$ cat config.mk
export PLATFORM = sky130hd
export DESIGN_NAME = decoder_scan_ctrl
export DESIGN_NICKNAME = d
export VERILOG_FILES = /design/src/rtl/decoder_scan_ctrl.sv
export SDC_FILE = /design/constraint.sdc
export NUM_CORES = 1
export LEC_CHECK = 0
export ABC_CLOCK_PERIOD_IN_PS = 3000
export CORE_UTILIZATION = 40
export DETAILED_ROUTE_END_ITERATION = 7
export SLEW_MARGIN = 0
export SYNTH_ARGS = -nofsm -noshare
export SYNTH_HDL_FRONTEND = slang
export SYNTH_SLANG_ARGS = --single-unit
$ cat constraint.sdc
create_clock -name clk -period 3 [get_ports clk]
set_input_delay 0.6 -clock clk [delete_from_list [all_inputs] [get_ports clk]]
set_output_delay 0.6 -clock clk [all_outputs]
set_load 0.05 [all_outputs]
$ cat src/rtl/decoder_scan_ctrl.sv
// decoder_scan_ctrl
//   Sequencer for a 2-to-4 decoder. It steps a 2-bit select index through the
//   enabled channels, holding each one for DWELL_CYCLES clocks. The scan can
//   free-run, or it can hold and advance one channel at a time on `step`.
//
//   Optional feature (macro SCAN_BLANK_EN): every advance that changes `sel`
//   adds one BLANK cycle with sel_valid=0. This gives dead time for
//   multiplexed displays.
//
// Ports
//   clk        system clock, rising edge
//   rst        synchronous active-high reset
//   run        1 = free-running scan, 0 = hold and advance on step
//   step       single-cycle advance request, used only when run=0
//   dir        0 = ascending index, 1 = descending index
//   ch_mask    channel enable mask, bit i enables index i
//   sel        current channel index (registered)
//   sel_valid  sel is active and the decoder output may be used (registered)
//   adv        one-cycle pulse in the cycle sel takes a new value (registered)
module decoder_scan_ctrl #(
  parameter int DWELL_CYCLES = 50000,
  parameter int CNT_W        = 16
) (
  input  logic       clk,
  input  logic       rst,
  input  logic       run,
  input  logic       step,
  input  logic       dir,
  input  logic [3:0] ch_mask,
  output logic [1:0] sel,
  output logic       sel_valid,
  output logic       adv
);

  typedef enum logic [1:0] {IDLE, DWELL, BLANK} state_t;

  localparam logic [CNT_W-1:0] CNT_LAST = CNT_W'(DWELL_CYCLES - 1);

  state_t           state;
  logic [CNT_W-1:0] cnt;

  // Returns the first enabled index after `start`, walking in `dir` order.
  // The search wraps and tries `start` itself last. The candidates are
  // visited from the farthest to the nearest, so the nearest hit is the one
  // that remains.
  function automatic logic [1:0] search(input logic [1:0] start,
                                        input logic [3:0] m,
                                        input logic       d);
    logic [1:0] idx;
    search = start;
    for (int k = 4; k >= 1; k--) begin
      idx = d ? start - 2'(k) : start + 2'(k);
      if (m[idx]) search = idx;
    end
  endfunction

  logic [1:0] first_ch, nxt_ch;
  logic       do_adv;

  // Ascending from 3 reaches the lowest set bit first.
  // Descending from 0 reaches the highest set bit first.
  assign first_ch = search(dir ? 2'd0 : 2'd3, ch_mask, dir);
  assign nxt_ch   = search(sel, ch_mask, dir);

  // Losing the current channel forces an advance. Otherwise the counter
  // expiry (run=1) or step (run=0) starts the advance.
  assign do_adv = !ch_mask[sel] || (run ? (cnt == CNT_LAST) : step);

  always_ff @(posedge clk) begin
    if (rst) begin
      state     <= IDLE;
      sel       <= 2'd0;
      sel_valid <= 1'b0;
      adv       <= 1'b0;
      cnt       <= '0;
    end else begin
      adv <= 1'b0;
      case (state)
        IDLE: begin
          sel_valid <= 1'b0;
          if (ch_mask != 4'd0) begin
            sel       <= first_ch;
            sel_valid <= 1'b1;
            adv       <= 1'b1;
            cnt       <= '0;
            state     <= DWELL;
          end
        end
        DWELL: begin
          if (ch_mask == 4'd0) begin
            state     <= IDLE;
            sel_valid <= 1'b0;
          end else if (do_adv) begin
            sel <= nxt_ch;
            cnt <= '0;
            adv <= (nxt_ch != sel);
`ifdef SCAN_BLANK_EN
            if (nxt_ch != sel) begin
              state     <= BLANK;
              sel_valid <= 1'b0;
            end
`endif
          end else if (run) begin
            cnt <= cnt + CNT_W'(1);
          end
        end
`ifdef SCAN_BLANK_EN
        BLANK: begin
          if (ch_mask == 4'd0) begin
            state <= IDLE;
          end else begin
            state     <= DWELL;
            sel_valid <= 1'b1;
            cnt       <= '0;
          end
        end
`endif
        default: begin
          state     <= IDLE;
          sel_valid <= 1'b0;
        end
      endcase
    end
  end

endmodule

---- After elaboration in Yosys (flattened, before gate mapping) ----
Index checks and enable logic that the tools add are counted.
storage, ports and cells
  register bits ........................... 22
  input bits .............................. 9
  output and inout port bits .............. 4
  word-level logic and storage cells ...... 88
cells by class
  add/subtract/negate cells ............... 13
  order comparisons ....................... 7
  equality and inequality tests ........... 8
  muxes and demuxes ....................... 46
  reductions and logical operators ........ 9
operators by type and width
  kind                     number
  $mux W16                 4
  $mux W2                  18
  $pmux W16 S2             1
  $lt A2 B3 Y1 const B     7
  $add A16 B1 Y16 const B  1
  $eq A16 B16 Y1 const B   1
  $bmux W1 S2              7
  $mux W1                  12
  $add A2 B2 Y2 const B    4
  $ne A2 B2 Y1 const B     4
  $pmux W2 S2              2
  $reduce_and A4 Y1        2
  $sub A2 B2 Y2 const B    4
  $add A2 B1 Y2 const B    2
  $logic_not A4 Y1         1
  $pmux W1 S2              2
  $reduce_bool A4 Y1       1
  $sub A2 B1 Y2 const B    2
  $ne A3 B3 Y1 const B     1
  $eq A2 B1 Y1 const B     1
  $logic_not A2 Y1         1
  $ne A2 B2 Y1             1
  $reduce_and A2 Y1        1
  $reduce_bool A2 Y1       1
  other kinds (2)          2

---- Logic depth before layout (Yosys ltp) ----
  depth after elaboration ................. 11
  gate-level depth with buffers ........... 9
  depth with buffers taken out ............ 8

---- Worst setup path after synthesis ----
Ideal clock, no wire load.
  kind .................................... input to register
  from .................................... in ch_mask[0]
  to ...................................... reg cnt[10]
  setup time .............................. 128 ps
  data arrival time ....................... 2189 ps
  required time ........................... 2872 ps
  setup slack ............................. 684 ps
  stages on the path ...................... 8
  buffers on the path ..................... 1
  cells stage by stage .................... clkbuf_1 nor4_1 ha_1 nor2_2 nand4_1 nor4b_1 xnor2_1 nor2_1
on the way
  word-level cells in the longest chain between the ends .. 7
  elaborated cells between the ends (all ways) .. 13
  classes of those cells .................. eq/ne (3); mux (5); reduce/logical (5)
RTL lines
  what                           line  source
  start: declaration             29    input logic [3:0] ch_mask,
  $bmux W1 S2                    67    assign do_adv = !ch_mask[sel] || (run ? (cnt == CNT_LAST) : step);
  $mux W1 (not written as such)  67
  $logic_not A1 Y1               67
  $logic_or A1 B1 Y1             67
  $mux W16                       93    end else if (do_adv) begin
  $mux W16                       90    if (ch_mask == 4'd0) begin
  $pmux W16 S2                   78    case (state)
  end signal: assignment         104   cnt <= cnt + CNT_W'(1);
  end: declaration               40    logic [CNT_W-1:0] cnt;
Parallel ways exist; a longest one is shown, timed or not. The select of a mux whose other input is x is not followed.
A chain may end at the register's enable or synchronous reset.

---- Worst setup path after layout ----
  from .................................... in ch_mask[3]
  to ...................................... reg cnt[10]
The elaborated chain is that of the path after synthesis.

==> run metrics <==
Post-CTS Resized 0; Yosys warnings 0; Final period util 0.869; commonest non-fill, non-tap cells in the layout nor2_1, dfxtp_1, nand2_1; LEAKAGE 0.585 nW; clk_skew 0.00838 ns; arrival time of the worst setup path roughly 2.8 ns; die area 3950 µm²; Hold Buf Count CTS 0; number of placed I/O pins 13; hpwl dp between 2 and 2.5 mm; CTS tree built; pin count of the biggest net entering global routing 14; CTS buffer count 3; WL final 3.31 mm; final hold violations 0; WP data required 3.15 ns; port buffer count 12; unrepaired setup endpoints after global routing no; post-CTS setup buffers 0; EDFF count, synth 0; Max rail drop VDD 340 µV; global-route wire length before repair between 5 and 6 mm; Slew headroom 0.666; Diodes inserted 0; worst-case clock buffer depth 2; status completed; Num Clock Sinks 21; Power Density between 500 and 600 nW/µm²; global route overflow 0; setup_tns 0 ns; # rows 21; Starting DRT DRC Count 67; Post-Synthesis Cells around 180; final setup fails 0; fin nets 212; Clock transition at path regs 0.08 ns; layout overhead on the synthesized area 15.0%; post-synthesis sequential area ratio 0.284; H-Tree Depth 1; DR vias/cell 5.67; Area contributors post-synth dfxtp_1, nor2_1, ha_1, xnor2_1, mux2i_1; kind of critical path in2reg; post-route design area 1710 µm²; Starting Density 0.431; Synth async-reset ratio 0; total number of vias 1367; Placed Cells around 240; Die W 62.9 µm; Max Cap Viol 0; Critical Path Start Type input pin; ratio of cells with drive above 1 in the final layout 0.108; GP Congestion between 0.7 and 0.8; placement-stage cell area approximately 1700 µm²; CP endpoint kind register; Min Clock Period, post-route 2.61 ns; total global routing track utilization 0.180; Mapped Area about 1500 µm²; DRC 0; Synth area leader dfxtp_1; vias in the first global route 1290; die height ~63 µm; fmax 384 MHz; worst slew pin tran approximately 0.50 ns; Design Power around 1000 µW; Avg Inst Size Synth 8.10 µm²; Antenna Nets Post-Route 0; count of cell types in the netlist 54; TritonRoute pass-1 iters 4; Top FF cell, synth dfxtp_1; most common cell after layout, fill and taps aside nor2_1; Yosys top cell area share 0.284; Net Count, Synth 199; core box area 3440 µm²; largest fanout on the critical path 9; CTS root buffer clkbuf_8; clk_lat worst skew 0.26 ns; routed len/inst 13.7 µm; initial antenna violation count 0; non-filler cells, final about 240; final slew viol count 0; Yosys reg bits 21; Hold WC Path Type reg2reg; flop2flop setup slack around 0.65 ns
## cell families (layout without fill, tap and decap cells)
group / Yosys count / in the layout / share of synthesized area
flops: 21 / 21 / 0.284
fa+ha+maj: 7 / 7 / 0.0591
compound gates: 38 / 38 / 0.194
mux: 6 / 6 / 0.0414
simple gates: 80 / 80 / 0.294
xor+xnor: 13 / 13 / 0.0768
buf+inv: 18 / 30 / 0.0515
## metrics by stage
step / hold WS, ns / setup WS, ns / util
floorplan: 0.456 / 0.684 / -
global placement: 0.499 / 0.253 / 0.482
detailed placement: 0.507 / 0.156 / 0.482
CTS: 0.525 / 0.421 / 0.495
global route: 0.556 / 0.269 / 0.495
finish: 0.520 / 0.393 / 0.495
## area by class of cell
type / instances / area (µm²)
Sequential cell: 21 / 420
Inverter: 8 / 30.0
Multi-Input combinational cell: 144 / 986
Timing Repair Buffer: 18 / 165
Fill cell: 336 / 1740
Tap cell: 46 / 57.6
Clock inverter: 1 / 5.00
Clock buffer: 3 / 41.3
## path summary, 6_finish.rpt
check / cells past startpoint / end / from
worst max-delay path: 9 / cnt[10] / ch_mask[3]
worst min-delay path: 2 / sel_valid / sel_valid
worst max register to register: 7 / cnt[10] / state[0]
worst min register to register: 2 / sel_valid / sel_valid
## flip-flops by register name, summed over array words and instances (netlist names)
signal,flops
adv,1
cnt,16
sel,2
sel_valid,1
state,1
## cell usage after synthesis, types with 2 or more instances
library cell,instances
nor3_1,4
nor2_1,26
nor2b_1,2
a211oi_1,4
mux2i_1,5
dfxtp_1,21
clkbuf_1,8
xor2_1,4
nand2_1,13
nor4_1,7
a21o_1,2
or4b_1,2
a31oi_1,3
o22ai_1,4
nand4_1,3
a32o_1,2
nand3_1,4
o31ai_1,2
xnor2_1,9
ha_1,7
and3_1,2
nand2b_1,3
o21ai_0,4
a21oi_1,5
inv_1,8
## power by group
part | total (mW) | internal, mW | switching, mW
sequential | 0.373 | 0.307 | 0.0653
combinational | 0.418 | 0.176 | 0.242
clock | 0.185 | 0.0925 | 0.0926
## routing by layer
metal / up-vias / part of all wire / wire, µm / track usage
li1: 688 / - / - / -
met1: 654 / 0.50 / 1650 / 0.244
met2: 22 / 0.47 / 1540 / 0.292
met3: 3 / 0.029 / 97 / 0.0328
met4: 0 / 0.0063 / 21 / 0.0465
met5: - / 0 / 0 / 0
## critical path, stage by stage
cell and delay (ns):
clkdlybuf4s50_1 0.48, nor4_1 0.06, buf_4 0.15, ha_1 0.20, nor2_2 0.34, nand4_1 0.30, nor4b_1 0.40, xnor2_1 0.16
nor2_1 0.05
No activity file was read; power rests on OpenSTA's default activity.
